===== config.mk =====
export PLATFORM = sky130hd
export DESIGN_NAME = demux_stream_1ton
export DESIGN_NICKNAME = d
export VERILOG_FILES = /design/src/rtl/demux_stream_1ton.sv
export SDC_FILE = /design/constraint.sdc
export NUM_CORES = 1
export LEC_CHECK = 0
export CELL_PAD_IN_SITES_DETAIL_PLACEMENT = 0
export CELL_PAD_IN_SITES_GLOBAL_PLACEMENT = 1
export CORE_ASPECT_RATIO = 1.1
export CORE_MARGIN = 10
export CORE_UTILIZATION = 42
export CTS_BUF_LIST = sky130_fd_sc_hd__clkbuf_2 sky130_fd_sc_hd__clkbuf_4 sky130_fd_sc_hd__clkbuf_8
export DETAILED_ROUTE_END_ITERATION = 16
export PLACE_DENSITY_LB_ADDON = 0.15
export SYNTH_ARGS = -nofsm -noshare
export SYNTH_HDL_FRONTEND = slang
export SYNTH_SLANG_ARGS = --single-unit

===== constraint.sdc =====
create_clock -name clk -period 7.25 [get_ports clk]
set_clock_uncertainty 0.1 [all_clocks]
set_input_delay 1.45 -clock clk [delete_from_list [all_inputs] [get_ports clk]]
set_output_delay 1.45 -clock clk [all_outputs]
set_load 0.01 [all_outputs]

===== src/rtl/demux_stream_1ton.sv =====
// demux_stream_1ton: registered 1-to-N valid/ready stream demultiplexer.
// Modes: addressed (in_sel), broadcast (all-or-nothing), round-robin (rr_ptr).
// Ports: clk, rst (async, active-high); mode[1:0];
//   in_valid/in_ready/in_data[DATA_W]/in_sel[SEL_W] from the producer;
//   out_valid[N]/out_ready[N]/out_data[N*DATA_W] to the consumers,
//   where channel k sits on out_data[k*DATA_W +: DATA_W];
//   rr_ptr[SEL_W] is the next round-robin target;
//   xfer_count[CNT_W] counts accepted words and saturates at all-ones.
module demux_stream_1ton #(
  parameter int DATA_W = 8,
  parameter int SEL_W  = 3,
  parameter int CNT_W  = 16,
  localparam int N     = 2**SEL_W
) (
  input  logic                clk,
  input  logic                rst,
  input  logic [1:0]          mode,
  input  logic                in_valid,
  output logic                in_ready,
  input  logic [DATA_W-1:0]   in_data,
  input  logic [SEL_W-1:0]    in_sel,
  output logic [N-1:0]        out_valid,
  input  logic [N-1:0]        out_ready,
  output logic [N*DATA_W-1:0] out_data,
  output logic [SEL_W-1:0]    rr_ptr,
  output logic [CNT_W-1:0]    xfer_count
);

  localparam logic [1:0] M_ADDR = 2'b00;
  localparam logic [1:0] M_BCST = 2'b01;
  localparam logic [1:0] M_RR   = 2'b10;

  logic [N-1:0] free;
  logic [N-1:0] tgt;
  logic [N-1:0] load;
  logic         rdy;
  logic         accept;

  // A slot can take a word if it is empty or drains this cycle.
  assign free = ~out_valid | out_ready;

  always_comb begin
    rdy = 1'b0;
    tgt = '0;
    unique case (mode)
      M_ADDR: begin
        rdy         = free[in_sel];
        tgt[in_sel] = 1'b1;
      end
      M_BCST: begin
        rdy = &free;
        tgt = {N{1'b1}};
      end
      M_RR: begin
        rdy         = free[rr_ptr];
        tgt[rr_ptr] = 1'b1;
      end
      default: begin
        rdy = 1'b0;
        tgt = '0;
      end
    endcase
  end

  // Held low during reset so nothing is accepted into a slot
  // that is being cleared.
  assign in_ready = rdy & ~rst;
  assign accept   = in_valid & in_ready;
  assign load     = accept ? tgt : '0;

  always_ff @(posedge clk or posedge rst) begin
    if (rst) begin
      out_valid <= '0;
      out_data  <= '0;
    end else begin
      for (int k = 0; k < N; k++) begin
        // Reload beats drain: valid stays set, data replaced.
        if (load[k]) begin
          out_valid[k]                   <= 1'b1;
          out_data[k*DATA_W +: DATA_W]   <= in_data;
        end else if (out_ready[k]) begin
          out_valid[k] <= 1'b0;
        end
      end
    end
  end

  always_ff @(posedge clk or posedge rst) begin
    if (rst) begin
      rr_ptr <= '0;
    end else if (accept && mode == M_RR) begin
      // N is a power of two, so natural overflow wraps N-1 -> 0.
      rr_ptr <= rr_ptr + SEL_W'(1);
    end
  end

  always_ff @(posedge clk or posedge rst) begin
    if (rst) begin
      xfer_count <= '0;
    end else if (accept && xfer_count != {CNT_W{1'b1}}) begin
      xfer_count <= xfer_count + CNT_W'(1);
    end
  end

endmodule


## After elaboration in Yosys (flattened, before gate mapping)

Cells that the tools add are included.

| storage, ports and cells | value |
|---|---|
| flip-flop bits (word level) | 91 |

| cells by class | value |
|---|---|
| $add $sub $neg | 2 |
| $lt $le $gt $ge | 4 |
| eq/ne operators | 3 |
| multiplexer cells | 27 |
| bitwise gates (word level) | 5 |
| reduce and logical (&&, ||, !) cells | 14 |

Operators by type and width:

| operator | number |
|---|---|
| one-hot mux 8 bit (3 select lines) | 1 |
| 2-to-1 mux 1 bit | 20 |
| adder 16 x 1 -> 16 bit, second input constant | 1 |
| inequality test 16 bit, second input constant | 1 |
| nonzero test 2 bit | 8 |
| < comparator 3 x 4 -> 1 bit, second input constant | 2 |
| 2-to-1 mux 8 bit | 1 |
| inverter 8 bit | 1 |
| OR 8 bit | 1 |
| AND reduction 8 bit | 1 |
| binary-select mux 1 bit (select 3 bit) | 2 |
| demux 1 bit (select 3 bit) | 2 |
| >= comparator 3 x 1 -> 1 bit, second input constant | 2 |
| logical AND 1 bit | 4 |
| adder 3 x 1 -> 3 bit, second input constant | 1 |
| one-hot mux 1 bit (3 select lines) | 1 |
| AND 1 bit | 2 |
| == test 2 x 1 -> 1 bit, second input constant | 1 |
| == test 2 bit, second input constant | 1 |
| logical NOT 2 bit | 1 |
| inverter 1 bit | 1 |

## Logic depth before layout (Yosys ltp)

Gate-level depths: netlist of run 1.

| logic depth | value |
|---|---|
| depth after elaboration | 9 |
| gate-level depth with buffers | 10 |
| gate-level depth less buffers | 6 |

## Worst setup path before layout of run 1

No wires, ideal clock.

| timing path | value |
|---|---|
| path type | input to output |
| from | input out_ready[2] |
| to | output in_ready |
| data arrival time | 3463 ps |
| required time | 5700 ps |
| path slack | 2237 ps |
| stages | 8 |
| cells stage by stage | nand2b_1 mux4_2 a32o_1 or4_1 buf_6 buf_6 buf_2 and2_1 |

| between the ends | value |
|---|---|
| cells in the longest elaborated chain, start to end | 5 |
| elaborated cells on any way between the ends | 8 |
| those cells by class | mux: 5; bitwise: 2; reduce/logical: 1 |

RTL lines:

| element | RTL line | source |
|---|---|---|
| start, declared | 23 | `input logic [N-1:0] out_ready,` |
| OR 8 bit * | 40 | `assign free = ~out_valid \| out_ready;` |
| binary-select mux 1 bit (select 3 bit) (on tied branches) | 55, 47 |  |
| 2-to-1 mux 1 bit (on tied branches) | 55, 47 |  |
| one-hot mux 1 bit (3 select lines) * | 45 | `unique case (mode)` |
| AND 1 bit * | 67 | `assign in_ready = rdy & ~rst;` |
| end, declared | 19 | `output logic in_ready,` |

Mark *: on every way between the ends. The rest lies on a longest branch, timed or not. The select of a mux whose other input is x is not followed.

## Final worst setup path of run 1

| timing path | value |
|---|---|
| from | input out_ready[0] |
| to | output in_ready |

Same word-level chain as after synthesis.

==> reports/summary.txt, run 1 <==
CTS Buffer Depth: 2
Crit Path Category: input port to output port
Static Leak: 2.37 nW
Worst slew margin: 48.5%
Hold Buf Count CTS: 0
DRC violations left: 0
Die extent in y: 123 um
GRT met3 Usage: 8.33%
Hold Violations, Final: 0
Reg2Reg Depth: 6
DR iter-0 viols: 99
CTS tree: yes
Max Slew Vio Count: 0
Hpwl dp: 7740 um
Initial antenna violation count: 0
CP endpoint kind: output port
Worst-path maximum fanout: 25
Async set or reset register ratio after synthesis: 100%
Nets: 448
Highest-count cells in the layout ignoring fill and taps: clkdlybuf4s50_1, dfrtp_1, mux2_2
Post-CTS resize count: 0
Combinational power share: 41.9%
Net switching power: 0.652 mW
#FFs+latches synth: 91
# Post-CTS Setup Buffers: 0
Critical Path Start: out_ready[0]
DRT Pass-1 Iters: 4
Layout fillers: 784
Unrepaired setup endpoints after global routing: no
Buffers on Ports: 115
Reg2Reg Setup Slack: 4040 ps
Total GRT Usage: 15.3%
Yosys warns: 0
First-pass GRT wire length: 17,100 um
Fin crit share: 79.4%
Hold/Removal Path Class: flop to flop
Core ar.: 0.00940 mm2
Die outline width: 114 um
Top FF cell, synth: dfrtp_1
Fraction of layout cells with a size suffix above 1: 23.2%
Outcome: completed
Diode count: 0
Syn nets: 332
Fin area: 0.00550 mm2
Pwr dens: 364 mW/mm2
Int Power: 1.35 mW
Area after DPL: 0.00532 mm2
Crit path capture: in_ready
I/O Pins: 116
CTS sink cnt: 91
M2 GR Usage: 24.7%
Syn_area_per_cell: 13.3 um2
Most common cell after layout, fill and taps aside: clkdlybuf4s50_1
Clock Latency Late Sink: 350 ps
Yosys cell types: 45
Count of non-filler cells in the finished layout: 544
Met1 Usage GRT: 17.0%
Area growth syn-to-layout: 34.9%
Util after Layout: 58.5%
Worst-path clk slew: 90 ps
Via count: 2,870
Switching part of the total: 32.6%
Routed WL per cell: 19.9 um
GRT Max-Usage Layer: met2
Total negative slack: 0 ps
Total congestion overflow: 0
Clock power share: 16.6%
DP Cell Count: 528
Vias in the first global route: 3,110
Die ar.: 0.0141 mm2
Tightest Pin Transition: 773 ps
Worst r2r src: rr_ptr[1]
Root buffer cell: clkbuf_8
Syn Inst Count: 306
Sequential share of power: 41.5%
Setup-failing EPs final: 0
Seq/Total Area, Yosys: 55.8%
Post-synthesis cell area: 0.00408 mm2
Maximum clock rate: 174 MHz
Kind of start point of the critical path: input port
TritonCTS Buffers: 9
Tmin final: 5760 ps
Number of synthesized flops with an enable pin: 0
DRT Wirelength: 10,800 um
Reg-to-Reg End: out_data[6]
H-tree depth: 3
Maximum capacitance violations: 0
Maximum VDD drop: 0.000200 V
Floorplan row count: 37
Largest net degree at the start of global routing: 62
Initial Util: 43.4%
Post-DRT Antenna Nets: 0
GP Congestion: 0.795
Critical path required time: 5700 ps
Critical Path AT: 4210 ps
Detailed-route vias per instance: 5.28
[registers in the layout, summed over array words and instances (netlist names)]
signal,cells
xfer_count,16
rr_ptr,3
out_data,64
out_valid,8
[cell families (layout without fill, tap and decap cells)]
logic type               count (synthesis)  in the layout  synth area share, %
flip-flops                              91             91                 55.8
AND/OR/NAND/NOR                         91             91                 13.8
XOR/XNOR                                16             16                 3.44
AO/OA/AOI/OAI                           20             20                 3.16
adder cells (fa/ha/maj)                  2              2                0.614
multiplexers                            70             70                 20.9
buffers and inverters                   16            137                 2.30
[power by group through the flow]
stage	Combinational (mW)	Clock, mW	Sequential, mW
global placement	0.845	0	0.829
global route	0.901	0.361	0.858
CTS	0.857	0.342	0.832
detailed placement	0.852	0	0.839
finish	0.839	0.332	0.831
floorplan	0.285	0	0.904
[worst min path at each step]
| stage | startpoint | end | slack (ps) | depth (start not counted) |
|---|---|---|---|---|
| 6_report | xfer_count[9] | xfer_count[9] | 400 | 1 |
| 5_1_grt | out_data[25] | out_data[25] | 420 | 1 |
| 4_1_cts | xfer_count[9] | xfer_count[9] | 400 | 1 |
| 3_5_place_dp | xfer_count[9] | xfer_count[9] | 390 | 1 |
| 3_3_place_gp | xfer_count[13] | xfer_count[13] | 370 | 1 |
| 2_1_floorplan | xfer_count[4] | xfer_count[4] | 420 | 1 |
[routing by layer]
metal	vias up	wire length (um)
met4	0	87
met2	86	5220
li1	1328	-
met5	-	0
met3	8	1180
met1	1448	4360
[synth_stat cells (2+ instances only)]
library cell / number / share of area [%]
a21oi_1: 7 / 0.86
a31oi_1: 2 / 0.31
and2_1: 3 / 0.46
and3_1: 11 / 1.7
and4_1: 2 / 0.43
buf_2: 3 / 0.37
buf_6: 4 / 1.1
clkbuf_1: 5 / 0.46
dfrtp_1: 91 / 56
ha_1: 2 / 0.61
inv_1: 3 / 0.28
mux2_2: 58 / 16
mux2_4: 8 / 2.9
mux4_2: 3 / 1.7
nand2_1: 21 / 1.9
nand2b_1: 7 / 1.1
nand2b_4: 2 / 0.68
nand3_1: 8 / 0.98
nand3_2: 2 / 0.49
nand4_1: 11 / 1.7
nand4_2: 3 / 0.92
nor2_1: 5 / 0.46
nor2b_1: 3 / 0.46
nor3_1: 4 / 0.49
o21ai_0: 4 / 0.49
xnor2_1: 15 / 3.2
[through the flow]
| stage | setup WS, ps | hold WS [ps] | power, mW |
|---|---|---|---|
| after floorplan | 2240 | 419 | 1.19 |
| after global placement | 1510 | 374 | 1.67 |
| after detailed placement | 1490 | 385 | 1.69 |
| after CTS | 1490 | 398 | 2.03 |
| after global routing | 1360 | 421 | 2.12 |
| final | 1490 | 396 | 2.00 |
[area by class of cell]
class                           instances  area, um2  share of cell area [%]
Multi-Input combinational cell        199       1710                    31.0
Clock buffer                           10        131                    2.39
Tap cell                              117        146                    2.66
Clock inverter                          6       52.6                   0.955
Sequential cell                        91       2280                    41.4
Inverter                                3       12.5                   0.227
Timing Repair Buffer                  118       1170                    21.3
[worst max-delay path, cell delays in order]
cell             delay [ps]
clkdlybuf4s50_1         410
nand2b_1                180
mux4_2                  470
a32o_1                  290
or4_1                   520
buf_4                   250
and2_1                  170
clkdlybuf4s50_1         470
Power figures use the tool's default switching activity.
==> run 2, diff against run 1 <==
CORE_UTILIZATION = 39   (was 42)
clock period = 6 ns   (was 7.25 ns; I/O delays follow)
==> run 2 against run 1 <==
  * Cell count grew 4.8%
  * Sequential cell count is the same
  * Sequential share of layout area shrank 0.45 points
  * Critical path type unchanged
  * Largest cell class unchanged
  * Largest power group unchanged
==> reports/summary.txt, run 2 (synthesis gave the netlist of run 1 again) <==
Die ar.: 0.0150 mm2 (+6.4%)
Core ar.: 0.0103 mm2 (+9.6%)
Worst-path maximum fanout: 3 (-88%)
Final hold slack: 391 ps (-5.36 ps)
Total negative slack: 0 ps (unchanged)
Unrepaired setup endpoints after global routing: no
Met1 Usage GRT: 15.9% (-1.1 points)
Maximum VDD drop: 0.000262 V (+31%)
Maximum clock rate: 198 MHz
Total congestion overflow: 0 (unchanged)
CTS Buffer Depth: 2 (unchanged)
GP Congestion: 0.767 (-3.6%)
Initial Util: 39.6% (-3.8 points)
Root buffer cell: clkbuf_8
Total GRT Usage: 14.2% (-1.1 points)
Largest Register: out_data
Tightest Pin Transition: 899 ps (+127 ps)
I/O Pins: 116 (unchanged)
Post-DRT Antenna Nets: 0 (unchanged)
CP Buf/Inv Count: 2 (-1)
Tmin final: 5040 ps
DRC violations left: 0 (unchanged)
Crit Path Category: input port to output port
Critical path required time: 4700 ps (-1000 ps)
Fraction of layout cells with a size suffix above 1: 23.2% (unchanged)
Post-CTS resize count: 0 (unchanged)
GRT met3 Usage: 7.49% (-0.84 points)
Floorplan row count: 39 (+5.4%)
Vias in the first global route: 3,002 (-3.5%)
DP Cell Count: 554 (+4.9%)
Kind of start point of the critical path: input port
Hold Violations, Final: 0 (unchanged)
Outcome: completed
Diode count: 0 (unchanged)
CTS tree: yes
TritonCTS Buffers: 9 (unchanged)
Buffers on Ports: 115 (unchanged)
DRT Wirelength: 10,800 um (-0.26%)
Detailed-route vias per instance: 4.97 (-5.8%)
Hold/Removal Path Class: flop to flop
H-tree depth: 3 (unchanged)
Top flop regs: out_data (64), xfer_count (16), out_valid (8)
Worst slew margin: 40.0% (-8.5 points)
DR iter-0 viols: 90 (-9.1%)
Hpwl dp: 7700 um (-0.47%)
Highest-count cells in the layout ignoring fill and taps: clkdlybuf4s50_1, dfrtp_1, mux2_2
Routed WL per cell: 19.0 um (-4.8%)
Most common cell after layout, fill and taps aside: clkdlybuf4s50_1
CP max stage cell: or4_1
Hold Buf Count CTS: 0 (unchanged)
GRT Max-Usage Layer: met2
Fin crit share: 84.1%
Via count: 2,834 (-1.3%)
Max reg flops: 64 (unchanged)
Critical Path AT: 3740 ps (-470 ps)
CTS sink cnt: 91 (unchanged)
Worst-path clk slew: 90 ps (about the same)
M2 GR Usage: 22.7% (-2.0 points)
Max Slew Vio Count: 0 (unchanged)
Setup-failing EPs final: 0 (unchanged)
First-pass GRT wire length: 16,800 um (-1.4%)
Maximum capacitance violations: 0 (unchanged)
CP endpoint kind: output port
Nets: 448 (unchanged)
# Post-CTS Setup Buffers: 0 (unchanged)
Pwr dens: 440 mW/mm2 (+21%)
Die extent in y: 127 um (+3.2%)
Area growth syn-to-layout: 36.4%
Crit path max-delay family: simple AND/OR/NAND/NOR gates
Total power: 2.45 mW (+22%)
Clock Latency Late Sink: 360 ps (about the same)
DRT Pass-1 Iters: 5 (+1)
Largest net degree at the start of global routing: 52 (-16%)
Die outline width: 117 um (+3.1%)
Crit-path most repeated cell: clkdlybuf4s50_1
Initial antenna violation count: 0 (unchanged)
Count of non-filler cells in the finished layout: 570 (+4.8%)
Largest stage delay, worst path: 560 ps (+40 ps)
Static Leak: 2.38 nW (+0.40%)
Crit path cell chain: clkdlybuf4s50_1, nand2b_1, mux4_2, a32o_1, or4_1, and2_1, clkdlybuf4s50_1
## run 2: cell types whose count changed in the layout (fill, tap and decap cells not counted), sizes merged
cell / change
clkbuf: -1
bufinv: +1
clkinv: +3
inv: -3
## run 2: area by class of cell
| type | count | area [um2] |
|---|---|---|
| Fill cell | 888 | 4740 |
| Sequential cell | 91 | 2280 |
| Multi-Input combinational cell | 199 | 1710 |
| Timing Repair Buffer | 118 | 1170 |
| Tap cell | 143 | 179 |
| Clock buffer | 9 | 124 |
| Clock inverter | 7 | 87.6 |
| Inverter | 3 | 12.5 |
## run 2: where the power goes
part / total [mW] / leakage (nW) / internal, mW / switching, mW
registers: 0.999 / 1.13 / 0.845 / 0.154
clock network: 0.440 / 0.0988 / 0.199 / 0.241
logic: 1.01 / 1.15 / 0.624 / 0.382
## run 2: final timing paths
path / startpoint / end / slack [ps] / cells past startpoint
worst max-delay path: out_ready[0] / in_ready / 960 / 7
worst min-delay path: xfer_count[13] / xfer_count[13] / 390 / 1
worst max register to register: rr_ptr[1] / out_data[4] / 2690 / 6
worst min register to register: xfer_count[13] / xfer_count[13] / 390 / 1
max in group asynchronous: rst / out_data[0] / 3510 / 3
min in group asynchronous: rst / xfer_count[10] / 1240 / 2
## run 2: per-stage QoR
step / cell area, um2 / util [%] / setup slack, ps
2_1_floorplan: 4080 / - / 1490
3_3_place_gp: 5350 / 52.0 / 962
3_5_place_dp: 5350 / 52.0 / 939
4_1_cts: 5560 / 54.0 / 932
5_1_grt: 5560 / 54.0 / 874
6_report: 5560 / 54.0 / 956
## run 2: per-layer routing
layer | routed length [um] | vias to the layer above | share of wire (%)
met5 | 0 | - | 0
met4 | 139 | 0 | 1.3
met3 | 1120 | 9 | 10
met2 | 5190 | 89 | 48
met1 | 4370 | 1402 | 40
li1 | - | 1334 | -
